**config.mk**
```make
export PLATFORM = sky130hd
export DESIGN_NAME = fb_arbiter
export DESIGN_NICKNAME = d
export VERILOG_FILES = /design/src/rtl/fb_pkg.sv /design/src/rtl/fb_line_buf.sv /design/src/rtl/fb_arbiter.sv
export SDC_FILE = /design/constraint.sdc
export NUM_CORES = 1
export LEC_CHECK = 0
export ABC_CLOCK_PERIOD_IN_PS = 3200
export CAP_MARGIN = 40
export CORE_MARGIN = 2
export CORE_UTILIZATION = 50
export DETAILED_ROUTE_END_ITERATION = 7
export PLACE_DENSITY = 0.67
export SYNTH_ARGS = -nofsm -noshare
export SYNTH_HDL_FRONTEND = slang
export SYNTH_HIERARCHICAL = 1
export SYNTH_SLANG_ARGS = --single-unit
```
**constraint.sdc**
```tcl
create_clock -name clk -period 3.2 [get_ports clk]
set_clock_uncertainty 0.1 [all_clocks]
set_input_delay 0.8 -clock clk [delete_from_list [all_inputs] [get_ports clk]]
set_output_delay 0.8 -clock clk [all_outputs]
set_load 0.1 [all_outputs]
```
**src/rtl/fb_pkg.sv**
```systemverilog
`default_nettype none
// ============================================================================
//  Module      : fb_pkg
//  Description : Shared constants and FSM state encoding for the framebuffer
//                arbiter. Holds the framebuffer geometry and the 640x480
//                display timing totals.
//  Revision    : 1.0 - initial release
// ============================================================================
package fb_pkg;

  // Framebuffer geometry; the display scales it 4x in each direction
  localparam int FB_W     = 160;
  localparam int FB_H     = 120;

  // Display timing (pixels / lines)
  localparam int H_ACTIVE = 640;
  localparam int V_ACTIVE = 480;
  localparam int H_TOTAL  = 800;
  localparam int V_TOTAL  = 525;

  // Arbiter FSM encoding
  typedef enum logic [1:0] {
    ST_IDLE  = 2'd0,
    ST_FETCH = 2'd1,
    ST_DRAIN = 2'd2
  } state_t;

endpackage
`default_nettype wire

```
**src/rtl/fb_line_buf.sv**
```systemverilog
`default_nettype none
// ============================================================================
//  Module      : fb_line_buf
//  Description : One-line pixel buffer. One synchronous write port and one
//                registered read port. Storage is not reset.
//  Revision    : 1.0 - initial release
//
//  Ports
//    clk      in   clock
//    rst      in   asynchronous active-high reset (read register only)
//    i_we     in   write enable
//    i_waddr  in   write index
//    i_wdata  in   write pixel {R,G,B}
//    i_raddr  in   read index, sampled every clk
//    o_rdata  out  pixel at i_raddr from the previous clk
// ============================================================================
module fb_line_buf
  import fb_pkg::*;
#(
  parameter int DEPTH = FB_W,
  parameter int AW    = 8
) (
  input  logic          clk,
  input  logic          rst,
  input  logic          i_we,
  input  logic [AW-1:0] i_waddr,
  input  logic [2:0]    i_wdata,
  input  logic [AW-1:0] i_raddr,
  output logic [2:0]    o_rdata
);

  logic [2:0] r_mem [DEPTH];
  logic [2:0] r_rdata;

  always_ff @(posedge clk) begin
    if (i_we) begin
      r_mem[i_waddr] <= i_wdata;
    end
  end

  always_ff @(posedge clk or posedge rst) begin
    if (rst) begin
      r_rdata <= '0;
    end else begin
      r_rdata <= r_mem[i_raddr];
    end
  end

  assign o_rdata = r_rdata;

endmodule
`default_nettype wire

```
**src/rtl/fb_arbiter.sv**
```systemverilog
`default_nettype none
// ============================================================================
//  Module      : fb_arbiter
//  Description : Arbitrates a single-port frame memory between a drawing
//                client and the display. During horizontal blanking of every
//                fourth line it fetches the next framebuffer row into a line
//                buffer; otherwise it grants drawer writes (at most one every
//                two clks). The line buffer feeds the 4x-scaled pixel output.
//  Revision    : 1.0 - initial release
//
//  Ports
//    clk, rst            clock (2x pixel rate), async active-high reset
//    i_pix_en            one-clk strobe per pixel
//    i_x, i_y            scan position (800x525 total, 640x480 active)
//    i_wr_req            drawer write request, held until acknowledged
//    i_wr_addr           drawer address, row*FB_W+col
//    i_wr_data           drawer pixel {R,G,B}
//    o_wr_ack            one-clk pulse, write committed this clk
//    o_mem_addr          frame memory address
//    o_mem_we            frame memory write enable
//    o_mem_wdata         frame memory write data
//    i_mem_rdata         frame memory read data, 1 clk after address
//    o_r/g/b_pix         pixel colour
//    o_busy              a line fetch owns the memory
// ============================================================================
module fb_arbiter
  import fb_pkg::*;
#(
  parameter int FB_W = fb_pkg::FB_W,
  parameter int FB_H = fb_pkg::FB_H,
  parameter int AW   = 15
) (
  input  logic          clk,
  input  logic          rst,
  input  logic          i_pix_en,
  input  logic [9:0]    i_x,
  input  logic [9:0]    i_y,
  input  logic          i_wr_req,
  input  logic [AW-1:0] i_wr_addr,
  input  logic [2:0]    i_wr_data,
  output logic          o_wr_ack,
  output logic [AW-1:0] o_mem_addr,
  output logic          o_mem_we,
  output logic [2:0]    o_mem_wdata,
  input  logic [2:0]    i_mem_rdata,
  output logic          o_r_pix,
  output logic          o_g_pix,
  output logic          o_b_pix,
  output logic          o_busy
);

  localparam int                 c_LB_AW    = $clog2(FB_W);
  localparam logic [AW:0]        c_FB_SIZE  = (AW+1)'(FB_W * FB_H);
  localparam logic [c_LB_AW-1:0] c_LAST_COL = c_LB_AW'(FB_W - 1);

  state_t               r_state;
  logic [c_LB_AW-1:0]   r_col;
  logic [AW-1:0]        r_mem_addr;
  logic                 r_mem_we;
  logic [2:0]           r_mem_wdata;
  logic                 r_wr_ack;
  logic                 r_busy;
  logic                 r_lb_we;
  logic [c_LB_AW-1:0]   r_lb_widx;
  logic [2:0]           r_pix;

  logic                 w_trig;
  logic                 w_grant;
  logic                 w_wr_valid;
  logic                 w_x_active;
  logic                 w_active;
  logic [9:0]           w_row;
  logic [AW-1:0]        w_base;
  logic [c_LB_AW-1:0]   w_lb_ridx;
  logic [2:0]           w_lb_rdata;

  // Fetch at the start of horizontal blanking on the last line of each
  // 4-line group, and on the final (invisible) line for row 0.
  assign w_trig = i_pix_en && (i_x == 10'(H_ACTIVE)) &&
                  (((i_y < 10'(V_ACTIVE - 1)) && (i_y[1:0] == 2'd3)) ||
                   (i_y == 10'(V_TOTAL - 1)));

  assign w_row  = (i_y == 10'(V_TOTAL - 1)) ? 10'd0 : ((i_y + 10'd1) >> 2);
  assign w_base = AW'(int'(w_row) * FB_W);

  assign w_wr_valid = ({1'b0, i_wr_addr} < c_FB_SIZE);

  // A grant in DRAIN lands its ack/write in the first IDLE clk. The trigger
  // clk never grants, and the clk after an ack never grants.
  assign w_grant = i_wr_req && !r_wr_ack &&
                   (((r_state == ST_IDLE) && !w_trig) || (r_state == ST_DRAIN));

  always_ff @(posedge clk or posedge rst) begin
    if (rst) begin
      r_state     <= ST_IDLE;
      r_col       <= '0;
      r_mem_addr  <= '0;
      r_mem_we    <= 1'b0;
      r_mem_wdata <= '0;
      r_wr_ack    <= 1'b0;
      r_busy      <= 1'b0;
      r_lb_we     <= 1'b0;
      r_lb_widx   <= '0;
    end else begin
      r_mem_we  <= 1'b0;
      r_wr_ack  <= 1'b0;
      // Read data arrives one clk after its address: write it to the
      // column that was addressed in the previous clk.
      r_lb_we   <= (r_state == ST_FETCH);
      r_lb_widx <= r_col;

      case (r_state)
        ST_IDLE: begin
          if (w_trig) begin
            r_state    <= ST_FETCH;
            r_busy     <= 1'b1;
            r_col      <= '0;
            r_mem_addr <= w_base;
          end
        end
        ST_FETCH: begin
          if (r_col == c_LAST_COL) begin
            r_state <= ST_DRAIN;
          end else begin
            r_col      <= r_col + 1'b1;
            r_mem_addr <= r_mem_addr + 1'b1;
          end
        end
        ST_DRAIN: begin
          r_state <= ST_IDLE;
          r_busy  <= 1'b0;
        end
        default: begin
          r_state <= ST_IDLE;
          r_busy  <= 1'b0;
        end
      endcase

      if (w_grant) begin
        r_wr_ack <= 1'b1;
        r_mem_we <= w_wr_valid;
        // Out-of-range writes are acknowledged but leave the bus untouched
        if (w_wr_valid) begin
          r_mem_addr  <= i_wr_addr;
          r_mem_wdata <= i_wr_data;
        end
      end
    end
  end

  assign w_x_active = (i_x < 10'(H_ACTIVE));
  assign w_active   = w_x_active && (i_y < 10'(V_ACTIVE));
  assign w_lb_ridx  = w_x_active ? c_LB_AW'(i_x >> 2) : '0;

  fb_line_buf #(
    .DEPTH (FB_W),
    .AW    (c_LB_AW)
  ) u_line_buf (
    .clk     (clk),
    .rst     (rst),
    .i_we    (r_lb_we),
    .i_waddr (r_lb_widx),
    .i_wdata (i_mem_rdata),
    .i_raddr (w_lb_ridx),
    .o_rdata (w_lb_rdata)
  );

  always_ff @(posedge clk or posedge rst) begin
    if (rst) begin
      r_pix <= '0;
    end else if (i_pix_en) begin
      r_pix <= w_active ? w_lb_rdata : 3'b000;
    end
  end

  assign o_wr_ack    = r_wr_ack;
  assign o_mem_addr  = r_mem_addr;
  assign o_mem_we    = r_mem_we;
  assign o_mem_wdata = r_mem_wdata;
  assign o_busy      = r_busy;
  assign o_r_pix     = r_pix[2];
  assign o_g_pix     = r_pix[1];
  assign o_b_pix     = r_pix[0];

endmodule
`default_nettype wire

```
* After elaboration in Yosys (flattened, before gate mapping) *
Memories as Yosys holds them, arrays and structs flattened. A register that Yosys moved wholly into a read port is not among the register bits.
Index checks and enable logic that the tools add are counted.

cells by class
  $add $sub $neg = 3
  $mul = 1
  $lt $le $gt $ge = 4
  equal/unequal tests = 9
  mux-type cells = 20
  bitwise logic cells = 1
  reductions and logical operators = 17

operators by type and width
  cell                                                          number
  2-to-1 mux 15 bit                                             4
  2-to-1 mux 8 bit                                              4
  one-hot mux 15 bit (2 select lines)                           1
  equality test 10 bit (second input constant)                  2
  less-than comparator 10 x 9 -> 1 bit (second input constant)  2
  one-hot mux 8 bit (2 select lines)                            1
  adder 15 x 1 -> 15 bit (second input constant)                1
  less-than comparator 15 bit (second input constant)           1
  adder 10 x 1 -> 10 bit (second input constant)                1
  less-than comparator 10 bit (second input constant)           1
  multiplier 8 x 3 -> 10 bit (second input constant)            1
  adder 8 x 1 -> 8 bit (second input constant)                  1
  equality test 8 bit (second input constant)                   1
  logical AND 1 bit                                             7
  AND reduction 2 bit                                           3
  2-to-1 mux 1 bit                                              5
  equality test 2 bit (second input constant)                   2
  2-to-1 mux 2 bit                                              2
  inequality test 2 bit (second input constant)                 2
  one-hot mux 2 bit (2 select lines)                            1
  2-to-1 mux 3 bit                                              1
  AND reduction 3 bit                                           1
  equality test 2 x 1 -> 1 bit (second input constant)          1
  zero test 1 bit                                               2
  6 further kinds                                               7

word-level totals
  bits in registers = 43
  bits in writable memories = 480
  input port bits = 45
  output and inout port bits = 24
  logic and storage cells = 66
  memories kept = 1

memories
  memory            depth  bits a word  rd ports  clocked after Yosys merged registers in  write ports  RTL line           RTL
  u_line_buf.r_mem  160    3            1         1                                        1            fb_line_buf.sv:32  logic [2:0] r_mem [DEPTH];

* Logic depth before layout (Yosys ltp) *
Gate-level depths: netlist of run 1.

  depth after elaboration = 9
  gate-level depth with buffers = 14
  depth with buffers taken out = 14

* Modules after synthesis *
Netlist of run 1, hierarchy kept.

by module, submodules not included
  module       instances  cells each  area each (sq um)  seq. area each (sq um)
  fb_line_buf  1          1077        19683.9            14488.9
  fb_arbiter   1          322         2836.5             1076.0

* Worst setup path before layout of run 1 *
No wires, ideal clock.

  kind = input-to-reg
  start = input i_y[3]
  end = register r_mem_addr[13] (netlist: o_mem_addr[13])
  setup time = 130 ps
  arrival = 3290 ps
  data required time = 2970 ps
  setup slack = -320 ps
  stages = 13
  buffers on the path = 1
  path through = clkbuf_1 > nand4_1 > nor2_1 > xnor2_1 > xnor2_1 > inv_1 > ha_1 > a21o_1 > a311o_1 > a21oi_1 > xnor2_1 > a221oi_1 > a21oi_1

between the ends
  cells in the longest elaborated chain, start to end = 9
  elaborated cells between the ends (all ways) = 16
  those cells by class = add/sub: 1; mul: 1; order compare: 1; eq/ne: 1; mux: 5; reduce/logical: 7

ends and longest elaborated chain
  what                                                            RTL line           RTL
  start: declaration                                              fb_arbiter.sv:37   input logic [9:0] i_y,
  branches (longest 8 deep; another with adder 10 x 1 -> 10 bit)  n/a
  2-to-1 mux 15 bit *                                             fb_arbiter.sv:139  if (w_grant) begin
  end signal: assignment                                          fb_arbiter.sv:118  r_mem_addr <= w_base;
  end signal: assignment                                          fb_arbiter.sv:126  r_mem_addr <= r_mem_addr + 1'b1;
  end signal: assignment                                          fb_arbiter.sv:144  r_mem_addr <= i_wr_addr;
  end: declaration                                                fb_arbiter.sv:58   logic [AW-1:0] r_mem_addr;

Every way passes the cells marked *.
A chain may end at the register's enable or synchronous reset.

* Final worst setup path of run 1 *
  start = input i_y[2]
  end = register r_mem_addr[13] (netlist: o_mem_addr[13])

Same word-level chain as after synthesis.

==> load_flow_metrics.sql, run 1 <==
INSERT INTO impl_metrics (metric_group, metric, value, unit) VALUES
('global_routing', 'total_track_usage', '23.8', '%'),
('flow_run', 'drv.max_cap_violation_count', '0', ''),
('timing', 'maxClockFrequency', '0.316', 'GHz'),
('cts', 'cts_buffers', '53', ''),
('route', 'detail_route.wirelength', '54800', 'um'),
('synthesis', 'number_of_synthesized_flops_with_an_enable_pin', '480', ''),
('synthesis', 'ys_seq_elements', '526', ''),
('placed_design', 'finalWeightedCongestion', '0.862', ''),
('timing', 'timing.setup.tns', '0', 'ns'),
('placed_design', 'place_hpwl', '36800', 'um'),
('floorplan', 'die_x', '216', 'um'),
('synthesis', 'yosys_most_used_dff', 'sky130_fd_sc_hd__edfxtp_1', ''),
('floorplan', 'std_cell_rows', '77', ''),
('cts', 'clock-sinks', '526', ''),
('cts', 'clk-insertion-delay-late', '0.59', 'ns'),
('global_routing', 'initial_antenna_violation_count', '1', ''),
('synthesis', 'netlist_top_cells_count', '480 x sky130_fd_sc_hd__edfxtp_1, 204 x sky130_fd_sc_hd__nor2_1, 105 x sky130_fd_sc_hd__mux4_2, 81 x sky130_fd_sc_hd__nand2_1, 60 x sky130_fd_sc_hd__mux2i_1', ''),
('timing', 'tcrit_tclk_final', '98.9', '%'),
('synthesis', 'synthDominantCellAreaShare', '64.0', '%'),
('setup_path', 'classification_of_the_worst_setup_path', 'primary input to register', ''),
('floorplan', 'floorplan.initialDensity', '50.8', '%'),
('route', 'detailedRoute.firstPassIterationCount', '5', ''),
('synthesis', 'syn_area_per_cell', '16.1', 'sq um'),
('finish', 'proportion_of_layout_cells_with_a_drive_suffix_above_1', '25.2', '%'),
('synthesis', 'synth.largest_area_cell', 'sky130_fd_sc_hd__edfxtp_1', ''),
('cts', 'cts.htree.levels', '2', ''),
('cts', 'tritoncts', 'built', ''),
('cts', 'maximum_clock_path_buffer_count', '3', ''),
('timing', 'hold_violations', '0', ''),
('timing', 'timing.final.crit_period', '3.16', 'ns'),
('floorplan', 'placeable_core_region', '44300', 'sq um'),
('global_routing', 'via_count_of_the_first_global_routing_pass', '13400', ''),
('route', 'vias', '13500', ''),
('setup_path', 'worst-path-max-fanout', '3', ''),
('synthesis', 'synth.distinct_cells', '75', ''),
('power', 'worst_ir_drop_vdd', '0.617', 'mV'),
('finish', 'layout.nets', '1656', ''),
('run_status', 'outcome', 'complete, no violations', ''),
('synthesis', 'synthMostInstantiatedCell', 'sky130_fd_sc_hd__edfxtp_1', ''),
('global_routing', 'grt_pass1_wl', '82800', 'um'),
('power', 'power.density', '616', 'nW/um^2'),
('floorplan', 'number_of_top_level_pins', '69', ''),
('timing', 'setup_viol_count_final', '0', ''),
('route', 'detail-route-antenna-nets', '0', ''),
('setup_path', 'critical_path.startpoint_type', 'primary input', ''),
('setup_path', 'critical_path.endpoint_type', 'register', ''),
('power', 'post-layout-total-power', '16.5', 'mW'),
('floorplan', 'floorplan.die.height', '216', 'um'),
('setup_path', 'critPathRequiredTime', '3.57', 'ns'),
('power', 'power.leakage', '9.03', 'nW'),
('global_routing', 'maximum_number_of_pins_on_one_net_before_global_route_repair', '161', ''),
('synthesis', 'synthCells', '1399', ''),
('synthesis', 'synth.cell_area', '22500', 'sq um'),
('timing', 'grt_setup_unrepaired', 'true', ''),
('cts', 'cts-hold-fix-buffers', '0', ''),
('synthesis', 'async_flop_share', '8.75', '%'),
('finish', 'areaGrowthSynthToFinish', '18.9', '%'),
('finish', 'final_core_util', '60.4', '%'),
('floorplan', 'floorplan.die_area', '46800', 'sq um'),
('route', 'drcViolationCount', '0', ''),
('route', 'wl_per_cell', '24.5', 'um'),
('synthesis', 'postSynthNetCount', '1457', ''),
('placed_design', 'port_buffers', '68', ''),
('timing', 'timing.final.max_slew_violations', '0', ''),
('synthesis', 'netlist_top_cells_area', 'sky130_fd_sc_hd__edfxtp_1 64%, sky130_fd_sc_hd__mux4_2 11%, sky130_fd_sc_hd__dfrtp_1 5.1%, sky130_fd_sc_hd__nor2_1 3.4%, sky130_fd_sc_hd__mux2i_1 2.7%', ''),
('placed_design', 'placement.cell_area', '24900', 'sq um'),
('route', 'vias_per_cell', '6.03', ''),
('timing', 'max_slew_margin', '36.2', '%'),
('route', 'detail_route.iter0.violations', '1588', ''),
('synthesis', 'seq_area_frac_synth', '69.1', '%'),
('finish', 'post-route-cell-area', '26800', 'sq um'),
('cts', 'cts.clk_slew.worst_paths', '0.06', 'ns'),
('synthesis', 'synth.yosys.warnings', '6', ''),
('min_path', 'hp-class', 'register to register', ''),
('cts', 'cts_root_buf', 'sky130_fd_sc_hd__clkbuf_16', ''),
('global_routing', 'grt.overflow.total', '0', ''),
('timing', 'tightest_slew', '0.957', 'ns'),
('setup_path', 'worst_ep_arrival_time', '3.53', 'ns');
## layout make-up
cell class	instances	area [sq um]
flip-flops and latches	526	15600
fillers	3343	17500
clock inverters	31	333
multi-input cells	775	6610
clock buffers	67	1420
repair buffers	219	2020
diodes	1	2.50
well taps	592	741
inverters	23	86.3
## per-layer routing
layer	GRT usage [%]	vias to the layer above	wire (um)
li1	-	5868	-
met1	33.4	6880	22400
met2	38.1	641	26400
met3	4.80	86	4720
met4	6.87	0	1300
met5	0	-	0
## power breakdown
group / internal, mW / leakage (nW) / switching, mW / total (mW)
registers: 7.68 / 4.87 / 0.211 / 7.90
logic: 0.806 / 3.31 / 1.54 / 2.34
clock network: 3.70 / 0.851 / 2.54 / 6.25
total: 12.2 / 9.03 / 4.29 / 16.5
## sequential cells by signal, summed over array words and instances, names as in the netlist
signal              cells
u_line_buf/r_mem      480
o_mem_addr             15
r_col                   8
r_lb_widx               8
o_mem_wdata             3
r_pix                   3
u_line_buf/o_rdata      3
r_state                 2
o_busy                  1
o_mem_we                1
o_wr_ack                1
r_lb_we                 1
## per-stage QoR
stage | hold slack, ns | worst slack [ns] | cells
final | 0.324 | 0.0353 | 2234
after global routing | 0.346 | -0.0471 | 2233
after CTS | 0.330 | -0.0116 | 2230
after detailed placement | 0.314 | -0.700 | 2132
after global placement | 0.312 | -0.636 | 2131
after floorplan | 0.285 | -0.0173 | 1399
## kinds of logic after synthesis
logic type      synth area share (%)
simple gates                    8.69
xor+xnor                       0.739
fa+ha+maj                      0.756
buf+inv                         2.27
mux                             14.0
compound gates                  4.48
flops                           69.1
## worst max-delay path: stages
cell                              delay, ns
sky130_fd_sc_hd__clkdlybuf4s50_1       0.48
sky130_fd_sc_hd__nand4_1               0.17
sky130_fd_sc_hd__nor2_4                0.25
sky130_fd_sc_hd__nand2_1               0.13
sky130_fd_sc_hd__xnor2_2               0.19
sky130_fd_sc_hd__ha_1                  0.26
sky130_fd_sc_hd__ha_2                  0.19
sky130_fd_sc_hd__and2_1                0.15
sky130_fd_sc_hd__a311o_1               0.32
sky130_fd_sc_hd__a21oi_2               0.14
sky130_fd_sc_hd__xnor2_1               0.08
sky130_fd_sc_hd__a221oi_1              0.28
sky130_fd_sc_hd__a21oi_1               0.11
## path summary, 6_finish.rpt
check | from | end | slack, ns | depth (start not counted)
min in group asynchronous | rst | u_line_buf/o_rdata[2]$_DFF_PP0_ | 0.46 | 2
min reg2reg | r_col[7]$_DFFE_PP0P_ | r_lb_widx[7]$_DFF_PP0_ | 0.32 | 0
max in group asynchronous | rst | o_mem_addr[12]$_DFF_PP0_ | 1.92 | 3
max reg2reg | r_lb_widx[3]$_DFF_PP0_ | u_line_buf/r_mem[24][0]$_DFFE_PP_ | 0.62 | 3
min | r_col[7]$_DFFE_PP0P_ | r_lb_widx[7]$_DFF_PP0_ | 0.32 | 0
max | i_y[2] | o_mem_addr[13]$_DFF_PP0_ | 0.04 | 13
## layout by cell type (no fill, tap or decap), types with 11 or more instances in the layout
cell                              synthesis  routed
sky130_fd_sc_hd__inv_1                   22      21
sky130_fd_sc_hd__nor2_1                 204     203
sky130_fd_sc_hd__edfxtp_1               480     480
sky130_fd_sc_hd__dfrtp_1                 46      46
sky130_fd_sc_hd__mux4_2                 105     105
sky130_fd_sc_hd__nor2b_1                 23      22
sky130_fd_sc_hd__mux2_2                  11      11
sky130_fd_sc_hd__nand2_1                 81      81
sky130_fd_sc_hd__nand3_1                 40      39
sky130_fd_sc_hd__nand4_1                 19      19
sky130_fd_sc_hd__clkinv_1                 0      13
sky130_fd_sc_hd__o211ai_1                12      12
sky130_fd_sc_hd__buf_12                   0      18
sky130_fd_sc_hd__buf_4                    6     155
sky130_fd_sc_hd__clkdlybuf4s50_1          0      34
sky130_fd_sc_hd__mux2i_1                 60      60
sky130_fd_sc_hd__clkbuf_16                0      55
sky130_fd_sc_hd__clkbuf_1                37      12
sky130_fd_sc_hd__a21oi_1                 21      19
sky130_fd_sc_hd__o21ai_0                 20      18
## what timing repair did
action / 4_1_cts / 5_1_grt
buffers inserted: 0 / 3
setup endpoints to repair: 4 / 8
gates resized for setup: 5 / 24
pin swaps: 0 / 10
gates cloned: 0 / 0
Power figures use the tool's default switching activity.
==> run 2, diff against run 1 <==
--- a/config.mk
+++ b/config.mk
@@ -5,12 +5,13 @@
 export SDC_FILE = /design/constraint.sdc
 export NUM_CORES = 1
 export LEC_CHECK = 0
-export ABC_CLOCK_PERIOD_IN_PS = 3200
+export ABC_CLOCK_PERIOD_IN_PS = 3100
 export CAP_MARGIN = 40
 export CORE_MARGIN = 2
 export CORE_UTILIZATION = 50
+export CTS_CLUSTER_DIAMETER = 200
 export DETAILED_ROUTE_END_ITERATION = 7
-export PLACE_DENSITY = 0.67
+export PLACE_DENSITY_LB_ADDON = 0.3
 export SYNTH_ARGS = -nofsm -noshare
 export SYNTH_HDL_FRONTEND = slang
 export SYNTH_HIERARCHICAL = 1
==> constraint.sdc (replaced) <==
create_clock -name clk -period 3.1 [get_ports clk]
set_clock_uncertainty 0.1 [all_clocks]
set_input_delay 0.775 -clock clk [delete_from_list [all_inputs] [get_ports clk]]
set_output_delay 0.775 -clock clk [all_outputs]
set_load 0.1 [all_outputs]
==> load_flow_metrics.sql, run 2 (synthesis gave the netlist of run 1 again) <==
INSERT INTO impl_metrics (metric_group, metric, value, unit) VALUES
('run_status', 'outcome', 'complete, no violations', ''),
('setup_path', 'list_of_cells_traversed_by_the_critical_path', 'clkdlybuf4s50_1 > o21ai_2 > and2_4 > buf_12 > buf_12 > buf_12 > mux4_2 > mux2i_4 > a221oi_1 > o31a_1 > a211oi_4 > a211oi_2', ''),
('finish', 'final_common_cell', 'sky130_fd_sc_hd__edfxtp_1', ''),
('route', 'detail_route.iter0.violations', '1516', ''),
('finish', 'ant_diodes', '0', ''),
('route', 'detail_route.wirelength', '53800', 'um'),
('cts', 'maximum_clock_path_buffer_count', '3', ''),
('global_routing', 'grt.overflow.total', '0', ''),
('global_routing', 'initial_antenna_violation_count', '1', ''),
('cts', 'cts.clk_slew.worst_paths', '0.06', 'ns'),
('setup_path', 'cp_num_cells', '12', ''),
('timing', 'max_slew_margin', '39.8', '%'),
('finish', 'layout.nets', '1664', ''),
('global_routing', 'maximum_number_of_pins_on_one_net_before_global_route_repair', '105', ''),
('floorplan', 'die_x', '216', 'um'),
('timing', 'timing.final.crit_period', '3.05', 'ns'),
('timing', 'setup_viol_count_final', '0', ''),
('route', 'detailedRoute.firstPassIterationCount', '5', ''),
('power', 'post-layout-total-power', '17.1', 'mW'),
('placed_design', 'place_hpwl', '36600', 'um'),
('setup_path', 'critPathLaunch', 'i_x[8]', ''),
('timing', 'hold_slack', '0.323', 'ns'),
('setup_path', 'worst_ep_arrival_time', '3.41', 'ns'),
('setup_path', 'critical_path.startpoint_type', 'primary input', ''),
('timing', 'hold_violations', '0', ''),
('setup_path', 'r2r_setup_slack', '0.58', 'ns'),
('setup_path', 'crit_path_end', 'u_line_buf/o_rdata[1]$_DFF_PP0_', ''),
('cts', 'tritoncts', 'built', ''),
('cts', 'clock-sinks', '526', ''),
('power', 'power.leakage', '9.08', 'nW'),
('setup_path', 'worst_flop_to_flop_path_startpoint', 'r_lb_widx[3]$_DFF_PP0_', ''),
('timing', 'grt_setup_unrepaired', 'true', ''),
('finish', 'areaGrowthSynthToFinish', '19.4', '%'),
('power', 'power.density', '635', 'nW/um^2'),
('setup_path', 'cp_slowest_cell', 'sky130_fd_sc_hd__mux4_2', ''),
('setup_path', 'path_common_cell', 'sky130_fd_sc_hd__buf_12', ''),
('setup_path', 'critPathRequiredTime', '3.46', 'ns'),
('cts', 'cts_buffers', '51', ''),
('cts', 'cts_root_buf', 'sky130_fd_sc_hd__clkbuf_16', ''),
('global_routing', 'via_count_of_the_first_global_routing_pass', '13500', ''),
('setup_path', 'cp_top_family', 'buffers and inverters', ''),
('placed_design', 'port_buffers', '68', ''),
('setup_path', 'critical_path.endpoint_type', 'register', ''),
('flow_run', 'drv.max_cap_violation_count', '0', ''),
('cts', 'cts.htree.levels', '2', ''),
('finish', 'proportion_of_layout_cells_with_a_drive_suffix_above_1', '26.3', '%'),
('finish', 'largest_register', 'u_line_buf/r_mem', ''),
('global_routing', 'total_track_usage', '23.2', '%'),
('setup_path', 'reg2regPathDepth', '4', ''),
('route', 'wl_per_cell', '24.0', 'um'),
('route', 'detail-route-antenna-nets', '0', ''),
('cts', 'clk-insertion-delay-late', '0.59', 'ns'),
('floorplan', 'number_of_top_level_pins', '69', ''),
('setup_path', 'worst-path-max-fanout', '9', ''),
('setup_path', 'classification_of_the_worst_setup_path', 'primary input to register', ''),
('global_routing', 'grt_pass1_wl', '81200', 'um'),
('finish', 'largest_reg_flops', '480', ''),
('setup_path', 'crit_buf_inv', '4', ''),
('floorplan', 'floorplan.initialDensity', '50.8', '%'),
('timing', 'timing.final.max_slew_violations', '0', ''),
('min_path', 'hp-class', 'primary input to register', ''),
('route', 'vias', '13400', ''),
('timing', 'tcrit_tclk_final', '98.5', '%'),
('floorplan', 'placeable_core_region', '44300', 'sq um'),
('placed_design', 'finalWeightedCongestion', '0.869', ''),
('route', 'vias_per_cell', '5.97', ''),
('power', 'worst_ir_drop_vdd', '0.740', 'mV'),
('timing', 'maxClockFrequency', '0.328', 'GHz'),
('finish', 'layout.filler_cells', '3300', ''),
('setup_path', 'destination_of_the_worst_register_to_register_timing_path', 'u_line_buf/r_mem[122][0]$_DFFE_PP_', ''),
('floorplan', 'floorplan.die.height', '216', 'um'),
('finish', 'layout_common_cells', '480 x sky130_fd_sc_hd__edfxtp_1, 203 x sky130_fd_sc_hd__nor2_1, 168 x sky130_fd_sc_hd__buf_4', ''),
('floorplan', 'floorplan.die_area', '46800', 'sq um'),
('floorplan', 'std_cell_rows', '77', ''),
('cts', 'cts-hold-fix-buffers', '0', ''),
('setup_path', 'crit_path_max_incr_delay', '0.53', 'ns'),
('route', 'drcViolationCount', '0', ''),
('timing', 'tightest_slew', '0.900', 'ns');
==> run 2: what timing repair did <==
action                     in CTS  in global routing
cloned                          0                  1
pin swaps                       3                 14
setup endpoints to repair       7                  8
buffers inserted                0                  4
gates resized for setup        14                 36
==> run 2: report_power, final <==
| group | switching (mW) | internal [mW] |
|---|---|---|
| Sequential | 0.219 | 7.93 |
| Combinational | 1.59 | 0.841 |
| Clock | 2.64 | 3.84 |
| Total | 4.45 | 12.6 |
==> run 2: routing by layer <==
metal  track usage (%)  share of wire [%]  vias up
met5                 0              0.024        -
met4              7.79                3.1        2
met3              4.07                8.3      115
met2              37.5                 48      608
met1              32.2                 40     6789
li1                  -                  -     5864
==> run 2: through the flow <==
step	TNS, ns	std cells	cell area (sq um)	util [%]	setup slack (ns)
2_1_floorplan	-0.0943	1399	22600	-	-0.0679
3_5_place_dp	-11.36	2140	24900	56.1	-0.765
5_1_grt	-0.0493	2240	26900	60.7	-0.0283
3_3_place_gp	-10.34	2140	24900	56.1	-0.674
6_report	0	2240	26900	60.7	0.0477
4_1_cts	0	2235	26700	60.2	0.00439
==> run 2: how the worst min path moves through the flow <==
stage	start	endpoint	cells after the start	slack, ns
after floorplan	r_col[7]$_DFFE_PP0P_	r_lb_widx[7]$_DFF_PP0_	0	0.29
after global placement	r_col[7]$_DFFE_PP0P_	r_lb_widx[7]$_DFF_PP0_	0	0.31
after global routing	i_mem_rdata[2]	u_line_buf/r_mem[23][2]$_DFFE_PP_	1	0.32
final	i_mem_rdata[2]	u_line_buf/r_mem[23][2]$_DFFE_PP_	1	0.32
after detailed placement	r_col[7]$_DFFE_PP0P_	r_lb_widx[7]$_DFF_PP0_	0	0.33
after CTS	i_mem_rdata[2]	u_line_buf/r_mem[23][2]$_DFFE_PP_	1	0.31
==> run 2: final cells by class <==
| class | count | area [sq um] | share of cell area, % |
|---|---|---|---|
| Timing Repair Buffer | 229 | 2050 | 7.61 |
| Clock inverter | 29 | 312 | 1.16 |
| Clock buffer | 66 | 1460 | 5.43 |
| Multi-Input combinational cell | 775 | 6670 | 24.8 |
| Inverter | 23 | 86.3 | 0.321 |
| Sequential cell | 526 | 15600 | 57.9 |
| Tap cell | 592 | 741 | 2.76 |
==> run 2: worst reg2reg max path, stage by stage (launching register included) <==
cell and delay [ns]:
sky130_fd_sc_hd__dfrtp_1 0.55, sky130_fd_sc_hd__nor2b_1 0.54, sky130_fd_sc_hd__nand3_1 0.36, sky130_fd_sc_hd__buf_4 0.29, sky130_fd_sc_hd__nor2_1 0.33
